### src/rtl/mul_arbiter_if.sv
// Bundle of requester, result and multiplier-side signals for the shared multiplier arbiter.
// The slave modport is the arbiter's view; the master modport is the environment's view.
interface mul_arbiter_if #(
    parameter int DATA_SIZE = 32,
    parameter int REQ_NUM   = 4
);
    logic [REQ_NUM-1:0]                  req_valid;
    logic [REQ_NUM-1:0]                  req_ready;
    logic [REQ_NUM-1:0]                  req_sign;
    logic [REQ_NUM-1:0]                  req_diff_type;
    logic [REQ_NUM-1:0][DATA_SIZE-1:0]   req_data_1;
    logic [REQ_NUM-1:0][DATA_SIZE-1:0]   req_data_2;
    logic [REQ_NUM-1:0]                  res_valid;
    logic [REQ_NUM-1:0]                  res_ready;
    logic [REQ_NUM-1:0][2*DATA_SIZE-1:0] res_data;
    logic                                mul_enable;
    logic                                mul_sign;
    logic                                mul_diff_type;
    logic [DATA_SIZE-1:0]                mul_data_1;
    logic [DATA_SIZE-1:0]                mul_data_2;
    logic                                mul_ready;
    logic [2*DATA_SIZE-1:0]              mul_result;

    modport slave (
        input  req_valid, req_sign, req_diff_type, req_data_1, req_data_2,
        input  res_ready, mul_ready, mul_result,
        output req_ready, res_valid, res_data,
        output mul_enable, mul_sign, mul_diff_type, mul_data_1, mul_data_2
    );

    modport master (
        output req_valid, req_sign, req_diff_type, req_data_1, req_data_2,
        output res_ready, mul_ready, mul_result,
        input  req_ready, res_valid, res_data,
        input  mul_enable, mul_sign, mul_diff_type, mul_data_1, mul_data_2
    );
endinterface

### src/rtl/mul_arbiter.sv
// Round-robin arbiter sharing one pipelined multiplier among REQ_NUM requesters,
// with credit-limited per-requester result FIFOs and a tag pipeline tracking ownership.
module mul_arbiter #(
    parameter int DATA_SIZE  = 32,
    parameter int REQ_NUM    = 4,
    parameter int LATENCY    = 3,
    parameter int FIFO_DEPTH = 2
) (
    input  logic         clk,
    input  logic         rst_n,
    input  logic         flush,
    output logic         err,
    mul_arbiter_if.slave bus
);
    localparam int IDX_W = (REQ_NUM > 1) ? $clog2(REQ_NUM) : 1;
    localparam int CNT_W = $clog2(FIFO_DEPTH + 1);
    localparam int PTR_W = (FIFO_DEPTH > 1) ? $clog2(FIFO_DEPTH) : 1;
    localparam int WRM_W = $clog2(LATENCY + 1);
    localparam logic [CNT_W:0]   DEPTH_C   = (CNT_W+1)'(FIFO_DEPTH);
    localparam logic [WRM_W-1:0] WARM_DONE = WRM_W'(LATENCY);
    localparam logic [PTR_W-1:0] PTR_LAST  = PTR_W'(FIFO_DEPTH - 1);
    localparam logic [IDX_W-1:0] IDX_LAST  = IDX_W'(REQ_NUM - 1);

    logic                                run_q;
    logic [IDX_W-1:0]                    rr_ptr_q, rr_ptr_d;
    logic [LATENCY-1:0]                  tag_vld_q;
    logic [LATENCY-1:0][IDX_W-1:0]       tag_id_q;
    logic [REQ_NUM-1:0][CNT_W-1:0]       inflight_q;
    logic [REQ_NUM-1:0][CNT_W-1:0]       cnt_q;
    logic [REQ_NUM-1:0][PTR_W-1:0]       wr_ptr_q;
    logic [REQ_NUM-1:0][PTR_W-1:0]       rd_ptr_q;
    logic [2*DATA_SIZE-1:0]              mem_q [REQ_NUM][FIFO_DEPTH];
    logic [WRM_W-1:0]                    warm_q;
    logic                                err_q, err_d;

    logic [REQ_NUM-1:0]                  elig;
    logic [REQ_NUM-1:0]                  grant;
    logic                                grant_any;
    logic [IDX_W-1:0]                    grant_idx;
    logic [REQ_NUM-1:0]                  push;
    logic [REQ_NUM-1:0]                  pop;
    logic [REQ_NUM-1:0]                  res_valid_v;
    logic [REQ_NUM-1:0][2*DATA_SIZE-1:0] res_data_v;
    logic                                last_vld;
    logic [IDX_W-1:0]                    last_id;
    int                                  cand;

    function automatic logic [PTR_W-1:0] ptr_inc(input logic [PTR_W-1:0] p);
        return (p == PTR_LAST) ? '0 : p + 1'b1;
    endfunction

    assign last_vld = tag_vld_q[LATENCY-1];
    assign last_id  = tag_id_q[LATENCY-1];

    // A requester only competes while it still holds a free result slot.
    always_comb begin
        elig        = '0;
        push        = '0;
        res_valid_v = '0;
        res_data_v  = '0;
        for (int i = 0; i < REQ_NUM; i++) begin
            elig[i] = bus.req_valid[i] && run_q && !flush &&
                      (({1'b0, inflight_q[i]} + {1'b0, cnt_q[i]}) < DEPTH_C);
            push[i]        = last_vld && (last_id == IDX_W'(i));
            res_valid_v[i] = (cnt_q[i] != '0);
            res_data_v[i]  = mem_q[i][rd_ptr_q[i]];
        end
        pop = res_valid_v & bus.res_ready;
    end

    always_comb begin
        grant     = '0;
        grant_any = 1'b0;
        grant_idx = '0;
        cand      = 0;
        for (int k = 0; k < REQ_NUM; k++) begin
            cand = int'(rr_ptr_q) + k;
            if (cand >= REQ_NUM) cand = cand - REQ_NUM;
            if (!grant_any && elig[IDX_W'(cand)]) begin
                grant_any = 1'b1;
                grant_idx = IDX_W'(cand);
            end
        end
        if (grant_any) grant[grant_idx] = 1'b1;
        rr_ptr_d = rr_ptr_q;
        if (grant_any) rr_ptr_d = (grant_idx == IDX_LAST) ? '0 : grant_idx + 1'b1;
    end

    // Flushed operations still return from the multiplier; the warm-up window masks them.
    assign err_d = err_q | ((warm_q == WARM_DONE) && (last_vld != bus.mul_ready));

    assign bus.req_ready     = grant;
    assign bus.mul_enable    = grant_any;
    assign bus.mul_sign      = grant_any & bus.req_sign[grant_idx];
    assign bus.mul_diff_type = grant_any & bus.req_diff_type[grant_idx];
    assign bus.mul_data_1    = grant_any ? bus.req_data_1[grant_idx] : '0;
    assign bus.mul_data_2    = grant_any ? bus.req_data_2[grant_idx] : '0;
    assign bus.res_valid     = res_valid_v;
    assign bus.res_data      = res_data_v;
    assign err               = err_q;

    always_ff @(posedge clk or negedge rst_n) begin
        if (!rst_n) begin
            run_q      <= 1'b0;
            rr_ptr_q   <= '0;
            tag_vld_q  <= '0;
            tag_id_q   <= '0;
            inflight_q <= '0;
            cnt_q      <= '0;
            wr_ptr_q   <= '0;
            rd_ptr_q   <= '0;
            warm_q     <= '0;
            err_q      <= 1'b0;
        end else begin
            run_q    <= 1'b1;
            rr_ptr_q <= rr_ptr_d;
            err_q    <= err_d;
            if (flush)                   warm_q <= '0;
            else if (warm_q != WARM_DONE) warm_q <= warm_q + 1'b1;
            tag_id_q[0] <= grant_idx;
            for (int s = 1; s < LATENCY; s++) tag_id_q[s] <= tag_id_q[s-1];
            if (flush) begin
                tag_vld_q  <= '0;
                inflight_q <= '0;
                cnt_q      <= '0;
                wr_ptr_q   <= '0;
                rd_ptr_q   <= '0;
            end else begin
                tag_vld_q[0] <= grant_any;
                for (int s = 1; s < LATENCY; s++) tag_vld_q[s] <= tag_vld_q[s-1];
                for (int i = 0; i < REQ_NUM; i++) begin
                    if (grant[i] && !push[i])      inflight_q[i] <= inflight_q[i] + 1'b1;
                    else if (push[i] && !grant[i]) inflight_q[i] <= inflight_q[i] - 1'b1;
                    if (push[i] && !pop[i])        cnt_q[i] <= cnt_q[i] + 1'b1;
                    else if (pop[i] && !push[i])   cnt_q[i] <= cnt_q[i] - 1'b1;
                    if (push[i]) wr_ptr_q[i] <= ptr_inc(wr_ptr_q[i]);
                    if (pop[i])  rd_ptr_q[i] <= ptr_inc(rd_ptr_q[i]);
                end
            end
        end
    end

    always_ff @(posedge clk) begin
        for (int i = 0; i < REQ_NUM; i++) begin
            if (push[i] && !flush) mem_q[i][wr_ptr_q[i]] <= bus.mul_result;
        end
    end
endmodule

### src/flat_wrapper.sv
// flat-port wrapper written by rule: the top's interface ports become plain ports
module mul_arbiter_flat 
#(
    parameter int DATA_SIZE  = 32,
    parameter int REQ_NUM    = 4,
    parameter int LATENCY    = 3,
    parameter int FIFO_DEPTH = 2
)
  (clk, rst_n, flush, err, bus_req_valid, bus_req_sign, bus_req_diff_type, bus_req_data_1, bus_req_data_2, bus_res_ready, bus_mul_ready, bus_mul_result, bus_req_ready, bus_res_valid, bus_res_data, bus_mul_enable, bus_mul_sign, bus_mul_diff_type, bus_mul_data_1, bus_mul_data_2);
  mul_arbiter_if #(.DATA_SIZE(DATA_SIZE), .REQ_NUM(REQ_NUM)) bus_i ();
  input  logic clk;
  input  logic rst_n;
  input  logic flush;
  output logic err;
  input wire logic [$bits(bus_i.req_valid)-1:0] bus_req_valid;
  input wire logic [$bits(bus_i.req_sign)-1:0] bus_req_sign;
  input wire logic [$bits(bus_i.req_diff_type)-1:0] bus_req_diff_type;
  input wire logic [$bits(bus_i.req_data_1)-1:0] bus_req_data_1;
  input wire logic [$bits(bus_i.req_data_2)-1:0] bus_req_data_2;
  input wire logic [$bits(bus_i.res_ready)-1:0] bus_res_ready;
  input wire logic [$bits(bus_i.mul_ready)-1:0] bus_mul_ready;
  input wire logic [$bits(bus_i.mul_result)-1:0] bus_mul_result;
  output wire logic [$bits(bus_i.req_ready)-1:0] bus_req_ready;
  output wire logic [$bits(bus_i.res_valid)-1:0] bus_res_valid;
  output wire logic [$bits(bus_i.res_data)-1:0] bus_res_data;
  output wire logic [$bits(bus_i.mul_enable)-1:0] bus_mul_enable;
  output wire logic [$bits(bus_i.mul_sign)-1:0] bus_mul_sign;
  output wire logic [$bits(bus_i.mul_diff_type)-1:0] bus_mul_diff_type;
  output wire logic [$bits(bus_i.mul_data_1)-1:0] bus_mul_data_1;
  output wire logic [$bits(bus_i.mul_data_2)-1:0] bus_mul_data_2;
  assign bus_i.req_valid = bus_req_valid;
  assign bus_i.req_sign = bus_req_sign;
  assign bus_i.req_diff_type = bus_req_diff_type;
  assign bus_i.req_data_1 = bus_req_data_1;
  assign bus_i.req_data_2 = bus_req_data_2;
  assign bus_i.res_ready = bus_res_ready;
  assign bus_i.mul_ready = bus_mul_ready;
  assign bus_i.mul_result = bus_mul_result;
  assign bus_req_ready = bus_i.req_ready;
  assign bus_res_valid = bus_i.res_valid;
  assign bus_res_data = bus_i.res_data;
  assign bus_mul_enable = bus_i.mul_enable;
  assign bus_mul_sign = bus_i.mul_sign;
  assign bus_mul_diff_type = bus_i.mul_diff_type;
  assign bus_mul_data_1 = bus_i.mul_data_1;
  assign bus_mul_data_2 = bus_i.mul_data_2;
  mul_arbiter #(.DATA_SIZE(DATA_SIZE), .REQ_NUM(REQ_NUM), .LATENCY(LATENCY), .FIFO_DEPTH(FIFO_DEPTH)) u_core (.clk(clk), .rst_n(rst_n), .flush(flush), .err(err), .bus(bus_i));
endmodule
### config.mk
export PLATFORM = sky130hd
export DESIGN_NAME = mul_arbiter_flat
export DESIGN_NICKNAME = d
export VERILOG_FILES = /design/src/rtl/mul_arbiter_if.sv /design/src/rtl/mul_arbiter.sv /design/src/flat_wrapper.sv
export SDC_FILE = /design/constraint.sdc
export NUM_CORES = 1
export LEC_CHECK = 0
export BUFFER_PORTS_ARGS = -buffer_cell sky130_fd_sc_hd__buf_2
export CORE_MARGIN = 10
export CORE_UTILIZATION = 37
export CTS_BUF_LIST = sky130_fd_sc_hd__clkbuf_4
export DETAILED_ROUTE_END_ITERATION = 8
export GPL_TIMING_DRIVEN = 0
export PLACE_DENSITY = 0.6
export SYNTH_ARGS = -nofsm -noshare
export SYNTH_HDL_FRONTEND = slang
export SYNTH_SLANG_ARGS = --single-unit
### constraint.sdc
create_clock -name clk -period 11.7 [get_ports clk]
set_input_delay 1.17 -clock clk [delete_from_list [all_inputs] [get_ports clk]]
set_output_delay 1.17 -clock clk [all_outputs]
set_load 0.005 [all_outputs]
==> impl_metrics.env, run 1 <==
export IMPL_drcViolationCount=0
export IMPL_synth_compound_area_share_pct=2.52
export IMPL_grt_pass1_vias=15700
export IMPL_max_freq_ghz=0.177
export IMPL_synth_top_area_cell="edfxtp_1"
export IMPL_ant_nets=0
export IMPL_p_leak_uw=0.0121
export IMPL_cp_max_fo=10
export IMPL_syn_to_final_growth_pct=30.4
export IMPL_setup_viol=0
export IMPL_die_w_um=267
export IMPL_ctsHoldBuffers=0
export IMPL_cts_inserted_buffers=140
export IMPL_pwr_share_comb_pct=7.9
export IMPL_grt_use_total_pct=23.7
export IMPL_p_clk_share_pct=39.0
export IMPL_min_period_ns=5.66
export IMPL_core_um2=60200
export IMPL_clk_latency_ns=0.95
export IMPL_arrival_ns=4.49
export IMPL_drv_slew=0
export IMPL_worst_setup_path_type="flop to output pin"
export IMPL_dp_cells=2757
export IMPL_synthAdderAreaFrac_pct=0.634
export IMPL_status="finished, final reports clean"
export IMPL_end_kind="output pin"
export IMPL_htreeDepth=4
export IMPL_ys_flop_type="edfxtp_1"
export IMPL_synth_area_mux_share_pct=19.0
export IMPL_holdCritPathClass="input port to async pin"
export IMPL_synth_area_leaders="edfxtp_1 (68%), mux2_2 (13%), mux2i_1 (6.2%), dfrtp_1 (4.3%), o22ai_1 (1.8%)"
export IMPL_routedWlPerCell_um=28.8
export IMPL_grt_max_degree=40
export IMPL_cp_start_kind="flop"
export IMPL_synth_top_family_by_area="multiplexers"
export IMPL_fin_cells=2996
export IMPL_path_clk_slew_ns=0.07
export IMPL_nets=2466
export IMPL_final_util_pct=48.7
export IMPL_ys_warn_count=0
export IMPL_powerDensity_nw_per_um2=139
export IMPL_yosysSeqAreaShare_pct=72.7
export IMPL_whs_ns=0.348
export IMPL_viasPerCell=5.05
export IMPL_yosysUniqueCellTypes=44
export IMPL_cts_tree="built"
export IMPL_reg2reg_slack_ns=7.77
export IMPL_r2r_end="u_core.inflight_q[5]"
export IMPL_dieArea_um2=71100
export IMPL_post_route_worst_setup_slack_ns=6.04
export IMPL_synth_edf_count=512
export IMPL_start_util_pct=37.3
export IMPL_gp_congestion=1.03
export IMPL_synth_xor_area_share_pct=0.856
export IMPL_synth_top_cell_area_share_pct=68.3
export IMPL_grt_overflow=0
export IMPL_worst_pin_slew_ns=1.19
export IMPL_period_share_pct=48.4
export IMPL_syn_nets=1591
export IMPL_ios=672
export IMPL_ys_ff_latch=551
export IMPL_firstDrtPassIters=5
export IMPL_syn_area_per_cell_um2=18.1
export IMPL_vias=15100
export IMPL_portBuffers=670
export IMPL_synth_simple_gate_area_share_pct=2.36
export IMPL_wl_um=86400
export IMPL_netlist_area_um2=22500
export IMPL_cap_violations=0
export IMPL_hpwl_um=68600
export IMPL_clockBufferDepth=3
export IMPL_synthArstFlopShare_pct=7.08
export IMPL_place_ws_ns=6.79
export IMPL_die_h_um=267
export IMPL_p_seq_share_pct=53.1
export IMPL_reg2reg_depth=13
export IMPL_synth_cells=1242
export IMPL_cts_resized_gates=0
export IMPL_rsz0062_at_grt="no"
export IMPL_vdd_ir_drop_max_uv=53.9
export IMPL_swShare_pct=22.9
export IMPL_fin_skew_ns=0.0489
export IMPL_rows=90
export IMPL_cts_root_buf="clkbuf_4"
export IMPL_cts_setup_buffers=0
export IMPL_clock_sinks=551
export IMPL_antenna_found_initial=43
export IMPL_drt_iter0_markers=1001
export IMPL_dpl_cell_area_um2=27600
export IMPL_layout_drive_gt1_share_pct=56.6
export IMPL_stdcell_area_um2=29300
export IMPL_hold_viol=0
export IMPL_grt_pass1_wl_um=118000
export IMPL_required_ns=10.53
export IMPL_switching_power_uw=938
export IMPL_worstReg2RegStart="u_core.cnt_q[2]"
export IMPL_intPower_uw=3160
export IMPL_max_slew_margin_pct=20.4
==> stage by stage <==
stage	power (uW)	TNS (ns)
after floorplan	2360	0
after CTS	4150	0
final	4090	0
after global routing	4280	0
after global placement	2530	-73.27
after detailed placement	2540	0
==> cells in the final DEF (no fill, tap or decap), drive strengths merged, types with 4 or more instances in the layout <==
| cell | instances |
|---|---|
| mux2i | 139 |
| clkbuf | 241 |
| nor2b | 4 |
| clkinv | 23 |
| nor3 | 9 |
| a21oi | 6 |
| inv | 11 |
| nand2 | 16 |
| nor3b | 4 |
| buf | 750 |
| xor2 | 13 |
| and2 | 8 |
| dfrtp | 39 |
| ha | 5 |
| edfxtp | 512 |
| mux2 | 256 |
| bufinv | 4 |
| nand3 | 6 |
| o21ai | 13 |
| o22ai | 66 |
| or3b | 5 |
| or2 | 12 |
| diode | 13 |
| nor2 | 31 |
| fa | 4 |
| xnor2 | 9 |
==> layer usage <==
| layer | global-route usage (%) | vias up | routed length [um] |
|---|---|---|---|
| li1 | - | 6699 | - |
| met1 | 24.9 | 7524 | 30800 |
| met2 | 42.2 | 695 | 45200 |
| met3 | 8.03 | 174 | 6800 |
| met4 | 10.6 | 38 | 3330 |
| met5 | 0 | - | 230 |
==> state kept, by name, summed over array words and instances, names as in the netlist <==
register,count
u_core.mem_q,512
u_core.cnt_q,8
u_core.inflight_q,8
u_core.rd_ptr_q,4
u_core.tag_id_q,4
u_core.wr_ptr_q,4
u_core.tag_vld_q,3
u_core.last_id,2
u_core.rr_ptr_q,2
u_core.warm_q,2
u_core.err,1
u_core.run_q,1
==> power groups by stage <==
stage / clock network [uW] / logic, uW / registers (uW)
floorplan: 0 / 139 / 2220
global placement: 0 / 315 / 2220
detailed placement: 0 / 323 / 2220
CTS: 1650 / 324 / 2180
global route: 1760 / 344 / 2180
finish: 1600 / 322 / 2180
==> worst max-delay path by stage <==
stage | startpoint | end | slack, ns | depth (start not counted)
6_report | u_core.cnt_q[2] | bus_mul_data_1[18] | 6.04 | 10
5_1_grt | u_core.cnt_q[0] | bus_req_ready[2] | 5.78 | 12
4_1_cts | u_core.cnt_q[2] | bus_req_ready[2] | 5.95 | 12
3_5_place_dp | bus_req_valid[1] | bus_mul_data_1[18] | 6.79 | 9
3_3_place_gp | flush | u_core.mem_q[0][11] | -0.47 | 3
2_1_floorplan | flush | u_core.mem_q[1][0] | 4.92 | 3
==> logic make-up (layout without fill, tap and decap cells) <==
logic type               after synthesis  count (layout)
XOR/XNOR                              22              22
flip-flops                           551             551
multiplexers                         395             395
adder cells (fa/ha/maj)                9               9
buffers and inverters                 72            1031
other                                  1              14
AO/OA/AOI/OAI                         91              91
AND/OR/NAND/NOR                      101             101
==> critical path, stage by stage, from the launching register on <==
cell and delay, ns:
dfrtp_1 0.42, and2_1 0.17, fa_1 0.42, or3b_1 0.48, nor2_1 0.28, o211ai_1 0.14, nand3_1 0.26, buf_2 0.36
clkbuf_1 0.59, o22ai_1 0.23, buf_2 0.19
==> synth_stat cells, drive strengths merged (2+ instances only) <==
master,number
edfxtp,512
mux2,256
mux2i,139
o22ai,66
clkbuf,47
dfrtp,39
nor2,31
buf,17
nand2,16
o21ai,13
xor2,13
or2,12
nor3,9
xnor2,9
and2,8
inv,8
a21oi,6
nand3,6
ha,5
or3b,5
fa,4
nor2b,4
nor3b,4
nand2b,2
nand3b,2
nor4,2
==> area by class of cell <==
type / instances / area, um2
sequential: 551 / 16400
fill: 5297 / 30900
clock buffer: 194 / 1460
buffer: 64 / 407
inverter: 8 / 30.0
clock inverter: 32 / 246
timing repair buffer: 733 / 4100
tap: 782 / 978
antenna: 13 / 32.5
multi-input combinational: 619 / 5750
(Power assumes the default switching activity.)
==> inputs of run 2 (changes only) <==
clock period = 5.75 ns   (was 11.7 ns; I/O delays follow)
==> impl_metrics.env, run 2 (same netlist as run 1, synthesis figures left out) <==
export IMPL_fin_cells=3086
export IMPL_required_ns=5.18
export IMPL_whs_ns=0.351
export IMPL_max_slew_margin_pct=11.5
export IMPL_drv_slew=0
export IMPL_nets=2545
export IMPL_vdd_ir_drop_max_uv=135
export IMPL_fillCellCount=5257
export IMPL_max_freq_ghz=0.192
export IMPL_cts_tree="built"
export IMPL_worst_pin_slew_ns=1.33
export IMPL_die_h_um=267
export IMPL_htreeDepth=4
export IMPL_cp_max_fo=11
export IMPL_routedWlPerCell_um=27.6
export IMPL_met3WireLength_um=6520
export IMPL_dieArea_um2=71100
export IMPL_grt_pass1_wl_um=118000
export IMPL_die_w_um=267
export IMPL_start_util_pct=37.3
export IMPL_final_common_cell="buf_2"
export IMPL_powerDensity_nw_per_um2=286
export IMPL_clock_sinks=551
export IMPL_maxUsedRoutingLayer="met5"
export IMPL_wl_met2_um=42800
export IMPL_path_clk_slew_ns=0.06
export IMPL_cap_violations=0
export IMPL_cp_start_kind="flop"
export IMPL_drt_met1_wl_um=33600
export IMPL_worst_setup_path_type="flop to output pin"
export IMPL_hpwl_um=66800
export IMPL_wl_um=85200
export IMPL_final_cell_mix="buf_2 (676), edfxtp_1 (512), mux2_2 (256)"
export IMPL_status="finished, final reports clean"
export IMPL_period_share_pct=90.5
export IMPL_fin_skew_ns=0.0458
export IMPL_grt_overflow=0
export IMPL_rows=90
export IMPL_core_um2=60200
export IMPL_largest_reg_flops=512
export IMPL_ant_nets=0
export IMPL_firstDrtPassIters=6
export IMPL_ios=672
export IMPL_portBuffers=670
export IMPL_antenna_found_initial=11
export IMPL_syn_to_final_growth_pct=34.5
export IMPL_viasPerCell=5.01
export IMPL_gp_congestion=1.11
export IMPL_rsz0062_at_grt="no"
export IMPL_vias=15500
export IMPL_holdCritPathClass="flop to flop"
export IMPL_grt_use_total_pct=23.4
export IMPL_end_kind="output pin"
export IMPL_cts_inserted_buffers=149
export IMPL_clockBufferDepth=3
export IMPL_arrival_ns=4.63
export IMPL_setup_viol=0
export IMPL_grt_pass1_vias=16400
export IMPL_drcViolationCount=0
export IMPL_p_leak_uw=0.0125
export IMPL_min_period_ns=5.21
export IMPL_grt_max_degree=40
export IMPL_dp_cells=2755
export IMPL_cts_root_buf="clkbuf_4"
export IMPL_layout_drive_gt1_share_pct=55.5
export IMPL_hold_viol=0
export IMPL_tns_ns=0
export IMPL_drt_iter0_markers=1290
export IMPL_clk_latency_ns=0.94
==> run 2: cell count changes in the layout (fill, tap and decap cells not counted), sizes merged <==
cell,previous run,this run
bufinv,4,3
clkbuf,241,276
dlygate4sd3,0,72
inv,11,10
diode,13,6
buf,750,748
clkinv,23,17
==> run 2: per-layer routing <==
metal | global-route usage [%] | vias to the layer above
met2 | 39.4 | 704
met5 | 0 | -
met4 | 8.57 | 4
li1 | - | 6861
met1 | 27.6 | 7784
met3 | 7.40 | 117
==> run 2: repair_timing <==
action                    CTS  global route
hold buffers               72             0
hold endpoints to repair  565             0
buffers inserted            0             0
resized for setup           0             0
==> run 2: worst max-delay path: stages (launching register included) <==
cell,delay (ns)
dfrtp_1,0.43
and2_1,0.17
fa_1,0.43
or3b_1,0.49
nor3_1,0.29
o211ai_1,0.14
nand3_1,0.25
clkbuf_1,0.43
inv_1,0.16
ha_1,0.21
o21ai_0,0.25
inv_1,0.27
buf_2,0.21
==> run 2: through the flow <==
step	worst slack [ns]	util (%)	total power, uW	instance area [um2]
after floorplan	-0.440	-	4790	22500
after global placement	-6.27	44.5	5170	26800
after detailed placement	1.46	45.8	5190	27600
after CTS	0.335	50.2	8780	30200
after global routing	0.137	50.2	9050	30200
final	0.544	50.2	8660	30300
==> run 2: cell type report <==
type	count	area (um2)	area share [%]
Clock inverter	24	199	0.658
Timing Repair Buffer	803	4790	15.8
Clock buffer	229	1720	5.68
Inverter	8	30.0	0.0993
Tap cell	782	978	3.23
Antenna cell	6	15.0	0.0496
Sequential cell	551	16400	54.0
Buffer	64	407	1.34
Multi-Input combinational cell	619	5760	19.0
==> run 2: path summary, 6_finish.rpt <==
check	start	end	slack [ns]	cells past startpoint
max	u_core.cnt_q[0]	bus_req_ready[3]	0.54	12
min	u_core.tag_id_q[0]	u_core.tag_id_q[2]	0.35	0
max reg2reg	u_core.cnt_q[0]	u_core.inflight_q[5]	1.88	13
min reg2reg	u_core.tag_id_q[0]	u_core.tag_id_q[2]	0.35	0
max in group asynchronous	rst_n	u_core.err	4.79	2
min in group asynchronous	rst_n	u_core.cnt_q[3]	0.36	2
==> run 2: power breakdown <==
part / switching, uW / leakage, uW / total [uW] / internal [uW]
sequential: 16.9 / 0.00513 / 4430 / 4410
clock: 1570 / 0.00114 / 3510 / 1940
combinational: 405 / 0.00622 / 723 / 319
total: 1990 / 0.0125 / 8660 / 6670
